--- src/rtl/fetch_unit.sv ---
// fetch_unit: instruction fetch stage in front of decode/execute.
// Holds the PC, drives the combinational ROM address, and registers the
// returned word into IR with a valid flag. Handles stall and redirect.
// Optional feature macro: FETCH_LOCAL_JMP_EN. When it is defined, an
// unconditional jmp (opcode 4'b1000) is resolved here without a bubble.
module fetch_unit #(
    parameter int ADDR_W = 4,
    parameter int INST_W = 16
) (
    input  logic              clk,
    input  logic              rst,
    input  logic              stall,
    input  logic              redirect,
    input  logic [ADDR_W-1:0] redirect_addr,
    input  logic [INST_W-1:0] rom_inst,
    output logic [ADDR_W-1:0] pc_addr,
    output logic [INST_W-1:0] ir,
    output logic [ADDR_W-1:0] ir_pc,
    output logic              ir_valid,
    output logic [7:0]        fetch_cnt
);

    typedef enum logic [1:0] {
        BOOT,
        RUN,
        FLUSH
    } state_t;

    state_t              state, state_nxt;
    logic [ADDR_W-1:0]   pc_nxt;
    logic [INST_W-1:0]   ir_nxt;
    logic [ADDR_W-1:0]   ir_pc_nxt;
    logic                ir_valid_nxt;
    logic [7:0]          fetch_cnt_nxt;

    // State and datapath registers; every output is a flop, so no input reaches an output combinationally.
    always_ff @(posedge clk or posedge rst) begin
        if (rst) begin
            state     <= BOOT;
            pc_addr   <= '0;
            ir        <= '0;
            ir_pc     <= '0;
            ir_valid  <= 1'b0;
            fetch_cnt <= '0;
        end else begin
            state     <= state_nxt;
            pc_addr   <= pc_nxt;
            ir        <= ir_nxt;
            ir_pc     <= ir_pc_nxt;
            ir_valid  <= ir_valid_nxt;
            fetch_cnt <= fetch_cnt_nxt;
        end
    end

    // Next-state logic: redirect beats stall, stall beats fetch; all states fetch the same way.
    always_comb begin
        state_nxt     = state;
        pc_nxt        = pc_addr;
        ir_nxt        = ir;
        ir_pc_nxt     = ir_pc;
        ir_valid_nxt  = ir_valid;
        fetch_cnt_nxt = fetch_cnt;

        if (redirect) begin
            // Bubble: squash IR, keep ir_pc and the load count.
            pc_nxt       = redirect_addr;
            ir_nxt       = '0;
            ir_valid_nxt = 1'b0;
            state_nxt    = FLUSH;
        end else if (!stall) begin
            ir_nxt        = rom_inst;
            ir_pc_nxt     = pc_addr;
            ir_valid_nxt  = 1'b1;
            fetch_cnt_nxt = fetch_cnt + 8'd1;
            state_nxt     = RUN;
            pc_nxt        = pc_addr + ADDR_W'(1);
`ifdef FETCH_LOCAL_JMP_EN
            // jmp target comes straight from the word being loaded, so no bubble.
            if (rom_inst[15:12] == 4'b1000) begin
                pc_nxt = ADDR_W'(rom_inst[11:8]);
            end
`endif
        end
    end

endmodule
--- config.mk ---
export PLATFORM = sky130hd
export DESIGN_NAME = fetch_unit
export DESIGN_NICKNAME = d
export VERILOG_FILES = /design/src/rtl/fetch_unit.sv
export SDC_FILE = /design/constraint.sdc
export NUM_CORES = 1
export LEC_CHECK = 0
export BUFFER_PORTS_ARGS = -buffer_cell sky130_fd_sc_hd__buf_4
export CAP_MARGIN = 10
export CORE_MARGIN = 2
export CORE_UTILIZATION = 51
export CTS_CLUSTER_DIAMETER = 100
export CTS_CLUSTER_SIZE = 14
export DETAILED_ROUTE_END_ITERATION = 16
export GPL_ROUTABILITY_DRIVEN = 0
export PLACE_DENSITY = 0.84
export SETUP_SLACK_MARGIN = 0.02
export SYNTH_ARGS = -nofsm -noshare
export SYNTH_HDL_FRONTEND = slang
export SYNTH_SLANG_ARGS = --single-unit
--- constraint.sdc ---
create_clock -name clk -period 1.6 [get_ports clk]
set_input_delay 0.08 -clock clk [delete_from_list [all_inputs] [get_ports clk]]
set_output_delay 0.08 -clock clk [all_outputs]
set_load 0.005 [all_outputs]
* Yosys cells after proc, flatten, opt, wreduce, memory -nomap -nowiden
Index checks and enable logic that the tools add are counted.
** Word-level totals
- Flip-flop bits (word level) :: 33
- Input bits :: 24
- Output and inout port bits :: 33
- Word-level logic and storage cells :: 17
** Cells by class
- Add/sub/neg operators :: 2
- Equality and inequality tests :: 1
- Muxes and demuxes :: 6
- Bitwise operators :: 2
- Reduce and logical (&&, ||, !) cells :: 1
** Operators with widths (number)
- 2-to-1 mux 16 bit :: 2
- adder 8 x 1 -> 8 bit, second input constant :: 1
- 2-to-1 mux 4 bit :: 2
- adder 4 x 1 -> 4 bit, second input constant :: 1
- 2-to-1 mux 1 bit :: 2
- != test 2 x 1 -> 1 bit, second input constant :: 1
- NOT 1 bit :: 2
- AND reduction 2 bit :: 1

* Longest topological paths before layout
- Word-level depth :: 3
- Mapped depth :: 5

* Worst setup path after synthesis
No wires, ideal clock.
- Kind :: reg-to-reg
- From :: register pc_addr[0]
- To :: register pc_addr[2]
- Library setup time :: 83 ps
- Data arrival time :: 1019 ps
- Path slack :: 498 ps
- Cell stages (with the launch flop) :: 5
- Buffers on the path :: 0
- Clock period less this slack :: 1102 ps
- Path through :: dfrtp_1 > ha_1 > and2b_2 > xnor2_1 > o21ai_0
** Between the ends
- Longest elaborated chain between the ends :: 3
** RTL lines
- start: declaration :: line 16 : output logic [ADDR_W-1:0] pc_addr,
- start signal: assignment :: line 47 : pc_addr <= pc_nxt;
- adder 4 x 1 -> 4 bit :: line 76 : pc_nxt = pc_addr + ADDR_W'(1);
- 2-to-1 mux 4 bit :: line 70 : end else if (!stall) begin
- 2-to-1 mux 4 bit :: line 64 : if (redirect) begin
Every way passes these cells. The select of a mux whose other input is x is not followed.
A chain may end at the register's enable or synchronous reset.

* Worst setup path in the final report
Ends and elaborated chain as after synthesis.

==> impl_metrics.csv <==
group,metric,value,unit
outcome,run_status,"completed",
worst_setup_path,worst_path_dominant_cell_family,"flip-flops",
synthesis,avgSynthCellArea,12.8,sq um
timing,maxClockFrequency,849,MHz
synthesis,synthesis.instances,110,
worst_setup_path,setup.worst_path.start,"pc_addr[0]",
pwr,p_int,1.48,mW
synthesis,synth-seq-cells,33,
cts,cts_buffer_depth,2,
detailed_routing,first_iter_violations,34,
detailed_routing,highest-signal-layer,"met4",
global_route,grt_pass1_wl,5030,um
worst_setup_path,timing.reg2reg.worst_path_depth,4,
worst_hold_path,holdCritStartpoint,"rom_inst[10]",
synthesis,synth_area,1410,sq um
detailed_routing,drt-wirelength-per-cell,14.0,um
placed_design,port_buffer_count,56,
worst_setup_path,worst_ep_arrival_time,1.38,ns
worst_setup_path,setup.worst_path.start_class,"flip-flop",
detailed_routing,met1Wirelength,1300,um
synthesis,synthesis.yosys.warnings,0,
cts,clk-insertion-delay-late,0.33,ns
pwr,p_per_area,1030,nW/um^2
detailed_routing,route.antenna.remaining_nets,0,
synthesis,yosys.area.top_type,"dfrtp_1",
worst_setup_path,slowest_delay,0.44,ns
detailed_routing,detailedRoute.firstPassIterationCount,4,
worst_setup_path,cell_with_the_largest_stage_delay_on_the_worst_path,"dfrtp_1",
placed_design,hpwlAfterDp,1930,um
finish,layout.cells.most_common,"buf_4",
finish,antennaDiodeCount,0,
worst_setup_path,worst-r2r-setup-slack,0.42,ns
timing,timing_max_transition_violations_final,0,
cts,cts_tree,"done",
worst_setup_path,r2r_end,"pc_addr[2]",
floorplanning,overall_die_height,56.6,um
worst_hold_path,hold_path_depth,3,
cts,path_clk_slew,0.09,ns
synthesis,yosys-top-cells-area,"dfrtp_1 59%, mux2i_1 12%, xnor2_1 5.0%",
pwr,clock_power_share,20.7,%
worst_hold_path,hold_class,"in2reg",
pwr,power.share.combinational,26.2,%
timing,setup-tns-final,0,ns
job,drv_cap,0,
floorplanning,fp.dieW,56.6,um
finish,finalInstanceArea,2010,sq um
detailed_routing,post-route-drc-count,0,
floorplanning,placementRows,19,
pwr,power.switching,580,uW
worst_setup_path,crit_path_end_kind,"flip-flop",
global_route,gr-total-overflow,0,
detailed_routing,met3_routed_wirelength,196,um
timing,final.period_utilization,73.7,%
pwr,design_power_total,2.07,mW
worst_setup_path,timing.critical_path.cells,"ha_1 > and2b_2 > xnor2_1 > o21ai_0",
timing,clock-skew-final,0.00448,ns
worst_setup_path,count_of_buffer_and_inverter_cells_on_the_critical_path,0,
timing,worst-slew-pin-transition,0.415,ns
global_route,pin_count_of_the_biggest_net_entering_global_routing,34,
worst_setup_path,biggest_fanout_along_the_worst_timing_path,5,
global_route,vias_in_the_first_global_route,1056,
floorplanning,floorplan.die_area,3200,sq um
timing,final.min_clock_period,1.18,ns
timing,max_slew_margin,72.3,%
cts,clock_sink_count,33,
synthesis,synth_cell_types,19,
cts,cts-buffers-inserted,5,
synthesis,post-synth-top-area-fraction,58.6,%
pwr,power_leakage,1.04,nW
pwr,power.ir.vdd_worst,1070,uV
detailed_routing,avgViaCountPerCell,4.94,
global_route,number_of_antenna_violations_at_the_first_check_in_global_routing,0,
pwr,swShare,28.1,%
detailed_routing,num_vias,1062,
finish,layout-drive-gt1-share,38.0,%
synthesis,synth-seq-area-share,58.6,%
synthesis,postSynthNetCount,136,
global_route,global_route.usage.total,21.3,%
detailed_routing,routed-wl-met2,1470,um
worst_setup_path,criticalPathCategory,"reg2reg",
finish,area.growth.synth_to_final,42.9,%
finish,fin_nets,209,
finish,layout.core_utilization,75.0,%
finish,leading_cell_types_in_the_layout_fill_and_taps_excluded,"57 x buf_4, 33 x dfrtp_1, 17 x mux2i_1",
cts,htree_num_levels,2,
placed_design,postPlaceCellArea,1820,sq um
floorplanning,floorplan.core_area,2690,sq um
cts,clk_root_buffer_cell,"clkbuf_4",
timing,report.final.setup_viol,0,
timing,grt_setup_unrepaired,"no",
worst_setup_path,rr_startpoint,"pc_addr[0]",
pwr,power.share.sequential,53.0,%
timing,final_hold_fails,0,
worst_hold_path,worstHoldEndpoint,"ir[10]",
floorplanning,num_io_pins,57,
floorplanning,initial_core_util,52.5,%
detailed_routing,totalWireLength,3020,um
worst_setup_path,required,1.81,ns
-- repair_timing --
item                       4_1_cts  5_1_grt
gates resized for setup          0        0
hold endpoints to repair        47        0
setup endpoints to repair        0        0
setup buffers                    0        0
hold buffers                    15        0
-- stage by stage --
step,hold WS (ns),instances,setup slack (ns)
floorplan,0.201,110,0.498
global placement,0.192,192,0.486
detailed placement,0.202,192,0.411
CTS,0.000125,215,0.412
global route,0.00549,215,0.319
finish,0.00538,215,0.421
-- power by group through the flow --
stage          combinational, mW  clock (mW)  sequential (mW)
2_1_floorplan              0.231           0             1.10
3_3_place_gp               0.502           0             1.10
3_5_place_dp               0.519           0             1.11
4_1_cts                    0.549       0.448             1.10
5_1_grt                    0.599       0.493             1.12
6_report                   0.542       0.428             1.10
-- worst reg2reg max path: stages (launching register included) --
cell and delay (ns):
dfrtp_1 0.44, ha_1 0.21, and2b_2 0.19, xnor2_1 0.13, o21ai_0 0.09
-- worst max path at each step --
stage | cells after the start | endpoint | slack, ns
floorplan | 4 | pc_addr[2] | 0.50
global placement | 4 | pc_addr[2] | 0.49
detailed placement | 4 | pc_addr[2] | 0.41
CTS | 4 | pc_addr[2] | 0.41
global route | 4 | pc_addr[2] | 0.32
finish | 4 | pc_addr[2] | 0.42
-- area by class of cell --
type,instances,area (sq um)
clock buffers,8,48.8
inverters,2,7.51
repair buffers,72,578
fillers,198,672
flip-flops and latches,33,826
multi-input cells,69,515
well taps,31,38.8
-- state kept, by name, summed over array words and instances (netlist names) --
name       cells
pc_addr        4
ir_valid       1
ir_pc          4
fetch_cnt      8
ir            16
-- routing by layer --
layer  up-vias  GRT usage, %
li1        516             -
met1       498          27.9
met2        41          33.1
met3         7          7.37
met4         0          7.14
met5         -             0
-- synth_stat cells, drive strengths merged --
cell type  number
a21oi           1
and2b           1
and3            2
buf             4
clkbuf          2
dfrtp          33
ha              2
inv             2
mux2            6
mux2i          17
nand2           5
nand4           4
nand4b          1
nor2           17
o21ai           3
xnor2           8
xor2            2
-- cell families (layout without fill, tap and decap cells) --
| family | after synthesis | count (layout) | share of synthesized area [%] |
|---|---|---|---|
| AOI/OAI and AO/OA | 4 | 4 | 1.42 |
| buffers and inverters | 8 | 82 | 4.88 |
| DFF | 33 | 33 | 58.6 |
| adders and majority gates | 2 | 2 | 1.77 |
| and+or+nand+nor | 30 | 30 | 10.3 |
| xor gates and xnor gates | 10 | 10 | 6.21 |
| muxes | 23 | 23 | 16.9 |
Note: power is estimated with default switching activity, not from simulation.
